**src/rtl/rect_sum_if.sv**
```systemverilog
// rect_sum_if: groups the three handshake/bus paths of the rectangle summer.
//   - corner address stream from the rectangle address generator
//     (addr_valid / addr_ready / addr_data / addr_eot)
//   - integral-image buffer read port
//     (mem_rd_en / mem_rd_addr / mem_rd_data, data one cycle after the strobe)
//   - rectangle sum output towards feature evaluation
//     (sum_valid / sum_ready / sum_data, signed two's complement)
// Modports:
//   slave  - the rect_sum block itself
//   master - the surrounding environment (generator, buffer, consumer)
interface rect_sum_if #(
  parameter int W_ADDR = 10,
  parameter int W_DATA = 18
);
  localparam int W_SUM = W_DATA + 2;

  logic              addr_valid;
  logic              addr_ready;
  logic [W_ADDR-1:0] addr_data;
  logic              addr_eot;

  logic              mem_rd_en;
  logic [W_ADDR-1:0] mem_rd_addr;
  logic [W_DATA-1:0] mem_rd_data;

  logic              sum_valid;
  logic              sum_ready;
  logic [W_SUM-1:0]  sum_data;

  modport slave (
    input  addr_valid, addr_data, addr_eot, mem_rd_data, sum_ready,
    output addr_ready, mem_rd_en, mem_rd_addr, sum_valid, sum_data
  );

  modport master (
    output addr_valid, addr_data, addr_eot, mem_rd_data, sum_ready,
    input  addr_ready, mem_rd_en, mem_rd_addr, sum_valid, sum_data
  );
endinterface

```
**src/rtl/rect_sum.sv**
```systemverilog
// rect_sum: turns the A, B, D, C corner-address stream of the rectangle
// address generator into one rectangle pixel-sum (A - B + D - C) per
// eot-terminated group. Each accepted corner is forwarded combinationally as
// an integral-buffer read; the returned word is folded into a signed
// accumulator one cycle later, and the group total is handed downstream
// through a valid/ready output register.
//
// Ports:
//   clk  - single clock
//   rst  - synchronous, active-high reset
//   bus  - rect_sum_if.slave: corner stream in, buffer read port, sum out
//   err  - sticky group-length error
//
// Build option: define RECT_SUM_CHECK_EN to build the group-length checker
// (err goes high when eot arrives on a term other than C, or C arrives
// without eot). Without it err is tied low; the datapath is unchanged.
module rect_sum #(
  parameter int W_DATA = 18
) (
  input  logic      clk,
  input  logic      rst,
  rect_sum_if.slave bus,
  output logic      err
);
  localparam int W_SUM = W_DATA + 2;

  logic [1:0]       idx_q, idx_d;
  logic             pend_vld_q, pend_vld_d;
  logic             pend_eot_q, pend_eot_d;
  logic             pend_sub_q, pend_sub_d;
  logic [W_SUM-1:0] acc_q, acc_d;
  logic [W_SUM-1:0] sum_q, sum_d;
  logic             sum_valid_q, sum_valid_d;

  logic             addr_ready;
  logic             accept;
  logic [W_SUM-1:0] term;
  logic [W_SUM-1:0] acc_next;

  // The final corner may only enter when its result will have a free output
  // slot two cycles later: the register is empty or draining now, and no
  // earlier group is about to load it. Other corners never stall.
  always_comb begin
    addr_ready = ~rst & (~bus.addr_eot |
                         ((~sum_valid_q | bus.sum_ready) & ~pend_eot_q));
    accept     = bus.addr_valid & addr_ready;
  end

  assign bus.addr_ready  = addr_ready;
  assign bus.mem_rd_en   = accept;
  assign bus.mem_rd_addr = bus.addr_data;
  assign bus.sum_valid   = sum_valid_q;
  assign bus.sum_data    = sum_q;

  // The accumulator is always zero at the first term of a group (cleared on
  // every group end and by reset), so the first-term base needs no extra
  // flag. Arithmetic wraps modulo 2^W_SUM.
  always_comb begin
    term     = {{(W_SUM-W_DATA){1'b0}}, bus.mem_rd_data};
    acc_next = pend_sub_q ? (acc_q - term) : (acc_q + term);
  end

  // Next-state logic: term counter and read tag on accept, accumulation one
  // cycle later, and the output register where a new load overrides a
  // handshake in the same cycle so back-to-back results leave no bubble.
  always_comb begin
    idx_d       = idx_q;
    pend_vld_d  = accept;
    pend_eot_d  = accept & bus.addr_eot;
    pend_sub_d  = accept & idx_q[0];
    acc_d       = acc_q;
    sum_d       = sum_q;
    sum_valid_d = sum_valid_q;

    if (accept) begin
      idx_d = bus.addr_eot ? 2'd0 : idx_q + 2'd1;
    end

    if (sum_valid_q & bus.sum_ready) begin
      sum_valid_d = 1'b0;
    end

    if (pend_vld_q) begin
      if (pend_eot_q) begin
        sum_d       = acc_next;
        sum_valid_d = 1'b1;
        acc_d       = '0;
      end else begin
        acc_d = acc_next;
      end
    end
  end

  // State registers; reset drops any in-flight read and partial group.
  always_ff @(posedge clk) begin
    if (rst) begin
      idx_q       <= 2'd0;
      pend_vld_q  <= 1'b0;
      pend_eot_q  <= 1'b0;
      pend_sub_q  <= 1'b0;
      acc_q       <= '0;
      sum_q       <= '0;
      sum_valid_q <= 1'b0;
    end else begin
      idx_q       <= idx_d;
      pend_vld_q  <= pend_vld_d;
      pend_eot_q  <= pend_eot_d;
      pend_sub_q  <= pend_sub_d;
      acc_q       <= acc_d;
      sum_q       <= sum_d;
      sum_valid_q <= sum_valid_d;
    end
  end

`ifdef RECT_SUM_CHECK_EN
  logic err_q, err_d;

  // A group is well formed only if eot coincides with the fourth term.
  always_comb begin
    err_d = err_q;
    if (accept & (bus.addr_eot != (idx_q == 2'd3))) begin
      err_d = 1'b1;
    end
  end

  always_ff @(posedge clk) begin
    if (rst) begin
      err_q <= 1'b0;
    end else begin
      err_q <= err_d;
    end
  end

  assign err = err_q;
`else
  assign err = 1'b0;
`endif

endmodule

```
**src/flat_wrapper.sv**
```systemverilog
// flat-port wrapper written by rule: the top's interface ports become plain ports
module rect_sum_flat 
#(
  parameter int W_DATA = 18
)
  (clk, rst, err, bus_addr_valid, bus_addr_data, bus_addr_eot, bus_mem_rd_data, bus_sum_ready, bus_addr_ready, bus_mem_rd_en, bus_mem_rd_addr, bus_sum_valid, bus_sum_data);
  rect_sum_if #(.W_ADDR((10)), .W_DATA(W_DATA)) bus_i ();
  input  logic clk;
  input  logic rst;
  output logic err;
  input wire logic [$bits(bus_i.addr_valid)-1:0] bus_addr_valid;
  input wire logic [$bits(bus_i.addr_data)-1:0] bus_addr_data;
  input wire logic [$bits(bus_i.addr_eot)-1:0] bus_addr_eot;
  input wire logic [$bits(bus_i.mem_rd_data)-1:0] bus_mem_rd_data;
  input wire logic [$bits(bus_i.sum_ready)-1:0] bus_sum_ready;
  output wire logic [$bits(bus_i.addr_ready)-1:0] bus_addr_ready;
  output wire logic [$bits(bus_i.mem_rd_en)-1:0] bus_mem_rd_en;
  output wire logic [$bits(bus_i.mem_rd_addr)-1:0] bus_mem_rd_addr;
  output wire logic [$bits(bus_i.sum_valid)-1:0] bus_sum_valid;
  output wire logic [$bits(bus_i.sum_data)-1:0] bus_sum_data;
  assign bus_i.addr_valid = bus_addr_valid;
  assign bus_i.addr_data = bus_addr_data;
  assign bus_i.addr_eot = bus_addr_eot;
  assign bus_i.mem_rd_data = bus_mem_rd_data;
  assign bus_i.sum_ready = bus_sum_ready;
  assign bus_addr_ready = bus_i.addr_ready;
  assign bus_mem_rd_en = bus_i.mem_rd_en;
  assign bus_mem_rd_addr = bus_i.mem_rd_addr;
  assign bus_sum_valid = bus_i.sum_valid;
  assign bus_sum_data = bus_i.sum_data;
  rect_sum #(.W_DATA(W_DATA)) u_core (.clk(clk), .rst(rst), .bus(bus_i), .err(err));
endmodule
```
**config.mk**
```make
export PLATFORM = sky130hd
export DESIGN_NAME = rect_sum_flat
export DESIGN_NICKNAME = d
export VERILOG_FILES = /design/src/rtl/rect_sum_if.sv /design/src/rtl/rect_sum.sv /design/src/flat_wrapper.sv
export SDC_FILE = /design/constraint.sdc
export NUM_CORES = 1
export LEC_CHECK = 0
export CAP_MARGIN = 10
export CORE_ASPECT_RATIO = 0.5
export CORE_UTILIZATION = 69
export CTS_CLUSTER_DIAMETER = 50
export DETAILED_ROUTE_END_ITERATION = 10
export DONT_BUFFER_PORTS = 1
export GPL_TIMING_DRIVEN = 1
export PLACE_DENSITY_LB_ADDON = 0.05
export SKIP_LAST_GASP = 1
export SLEW_MARGIN = 20
export SYNTH_ARGS = -nofsm -noshare
export SYNTH_HDL_FRONTEND = slang
export SYNTH_SLANG_ARGS = --single-unit
export TNS_END_PERCENT = 10
```
**constraint.sdc**
```tcl
create_clock -name clk -period 7.79 [get_ports clk]
set_clock_uncertainty 0.15 [all_clocks]
set_input_delay 0.779 -clock clk [delete_from_list [all_inputs] [get_ports clk]]
set_output_delay 0.779 -clock clk [all_outputs]
set_load 0.005 [all_outputs]
```
==> results.yml <==
timing:
  slew_viol_final: 0
  rsz0062_at_grt: "no"
  tightest_slew_ns: 1.04
  fmaxAchievable_ghz: 0.256
  final.setup.worst_slack_ns: 3.88
  final.setup.tns_ns: 0
  fin_crit_ns: 3.91
  fin_crit_sh_pct: 50.2
  slew_headroom_pct: 30.4
  hold_viol_final: 0
  finalSetupViolCount: 0
synthesis:
  ys_seq_elements: 45
  synth.avg_cell_area_sq_um: 8.03
  synth_seq_area_share_pct: 28.5
  synth_edf_count: 0
  synth_warnings: 0
  synth-main-ff-cell: "dfxtp_1"
  synth_area_leader_cell: "dfxtp_1"
  syn_inst: 393
  synthTopCellsByArea: "dfxtp_1, ha_1, xnor2_1"
  yosysUniqueCellTypes: 60
  synth_area_sq_um: 3160
  synth_top_area_share_pct: 28.5
  yosys-top-cells-count: "dfxtp_1, nor2_1, a21oi_1"
  syn_nets: 447
  async_flop_share_pct: 0
floorplanning:
  die_h_um: 49.8
  die_w_um: 97.7
  core_area_sq_um: 4140
  num_rows: 16
  start_util_pct: 76.2
  io_pins: 67
  fp.dieArea_sq_um: 4870
cts:
  cts_root_buf: "clkbuf_8"
  clockBufferDepth: 2
  ctsResizeCount: 0
  cts_setup_buffers: 0
  cts_hold_buf: 0
  cts_tree: "yes"
  clock_latency_ns: 0.29
  clkSinkCount: 45
  clkSlewWorstSetupHoldPaths_ns: 0.08
  cts_made_buffers: 5
  cts-htree-levels: 2
critical_path:
  r2r-start: "u_core.pend_sub_q"
  path_max_fanout: 5
  r2r_cells: 10
  reg2reg_to: "u_core.bus.sum_data[12]"
  max_stage_delay_ns: 0.39
  worstSetupPathType: "primary input to flip-flop"
  worstPathCellList: "or3_4, or3_1, nor3_1, a21oi_1, xnor2_1, ha_1, and3_4, and4_4, a21boi_4, o21ai_1, a31oi_1, o22ai_2, xnor2_1, a211oi_1"
  critPathCapture: "u_core.bus.sum_data[19]"
  crit_path_frequent_cell: "xnor2_1"
  worstPathRequired_ns: 7.86
  setup.worst_path.start: "bus_mem_rd_data[5]"
  critPathSlowestCell: "or3_1"
  worstSetupStartpointType: "primary input"
  reg2reg_setup_slack_ns: 4.35
  end_kind: "flip-flop"
  worstPathArrival_ns: 3.98
run_status:
  status: "complete, but fails checks"
  failed_checks: "DRC"
routing:
  wl_per_cell_um: 16.5
  routed_via_density: 6.25
  finalWirelength_um: 7000
  drtIter0Drc: 182
  ant_nets: 0
  vias: 2650
  drc: 12
  drt_pass1_iterations: 8
min_path:
  hp-class: "flip-flop to flip-flop"
  holdCritStartpoint: "u_core.bus.sum_data[5]"
power:
  p_total_mw: 0.560
  p_per_area_nw_per_um2: 176
  ir_drop_v: 0.000145
  p_leak_nw: 1.25
finish:
  stdcell_area_sq_um: 3180
  regArea_sq_um: 901
  final_util_pct: 76.6
  area_growth_pct: 0.595
  n_antenna_cell: 0
  nFillCells: 321
  multi_input_area_sq_um: 2040
  drive_gt1_share_pct: 7.30
  nNetsFinal: 424
grt:
  grt_usage_pct: 30.3
  grt_pass1_vias: 2607
  overflow: 0
  grt_max_degree: 52
  antenna_found_initial: 0
  grt_pass1_wl_um: 11600
place:
  dp_hpwl_um: 5360
  post-place-ws_ns: 3.61
  io_buffers: 0
  post_dp_cell_area_sq_um: 3070
  gp_congestion: 0.988
run:
  cap_viol_max_count: 0
## critical path: cells and delay by family
| family | cells | cell delay (ns) |
|---|---|---|
| and+or+nand+nor | 5 | 1.52 |
| xor gates and xnor gates | 2 | 0.32 |
| adders and majority gates | 1 | 0.35 |
| AOI/OAI and AO/OA | 6 | 1.00 |
## placed cells by master (no fill, tap or decap), types with 7 or more instances in the layout
cell type | Yosys | layout
dfxtp_1 | 45 | 45
nand2b_1 | 10 | 10
nand2_1 | 29 | 29
a21o_1 | 7 | 7
nor2_1 | 45 | 45
nand3_1 | 7 | 7
xnor2_1 | 23 | 23
nor2b_1 | 14 | 14
a21oi_1 | 37 | 37
inv_1 | 14 | 14
ha_1 | 20 | 20
a31oi_1 | 7 | 7
## registers in the layout (all words and copies together), names as in the netlist
| register | count |
|---|---|
| u_core.acc_q | 20 |
| u_core.bus.sum_data | 20 |
| u_core.bus.sum_valid | 1 |
| u_core.idx_q | 1 |
| u_core.pend_eot_q | 1 |
| u_core.pend_sub_q | 1 |
| u_core.pend_vld_q | 1 |
## routing by layer
layer	share of wire (%)	track usage [%]	up-vias
li1	-	-	1321
met1	44	36.4	1223
met2	46	53.3	90
met3	7.8	8.51	16
met4	1.5	9.09	0
met5	0	0	-
## cells by family (layout without fill, tap and decap cells)
kind of cell / Yosys count / after routing / synth area share, %
compound gates: 96 / 96 / 21.0
xor+xnor: 29 / 29 / 8.28
buf+inv: 45 / 22 / 6.74
mux: 5 / 5 / 1.63
other cells: 1 / 1 / 0.119
fa+ha+maj: 21 / 21 / 8.56
flops: 45 / 45 / 28.5
simple gates: 151 / 151 / 25.1
## power by group
part	internal, mW	switching [mW]
logic	0.0592	0.0791
registers	0.240	0.0105
clock network	0.0933	0.0776
total	0.393	0.167
## stage by stage
stage	instances	hold WS (ns)
6_report	424	0.326
5_1_grt	424	0.354
4_1_cts	424	0.329
3_5_place_dp	417	0.318
3_3_place_gp	417	0.313
2_1_floorplan	393	0.300
## area by class of cell
class / instances / share of cell area (%)
clock inverters: 2 / 1.10
inverters: 14 / 1.65
repair buffers: 1 / 0.236
clock buffers: 5 / 2.17
flip-flops and latches: 45 / 28.4
well taps: 54 / 2.13
multi-input cells: 303 / 64.3
## how the worst min path moves through the flow
| stage | to | slack (ns) | cells after the start |
|---|---|---|---|
| floorplan | u_core.acc_q[10] | 0.30 | 2 |
| global placement | u_core.bus.sum_data[11] | 0.31 | 2 |
| detailed placement | u_core.bus.sum_data[3] | 0.32 | 2 |
| CTS | u_core.bus.sum_data[5] | 0.33 | 2 |
| global route | u_core.bus.sum_data[5] | 0.35 | 2 |
| finish | u_core.bus.sum_data[5] | 0.33 | 2 |
Power figures use the tool's default switching activity.
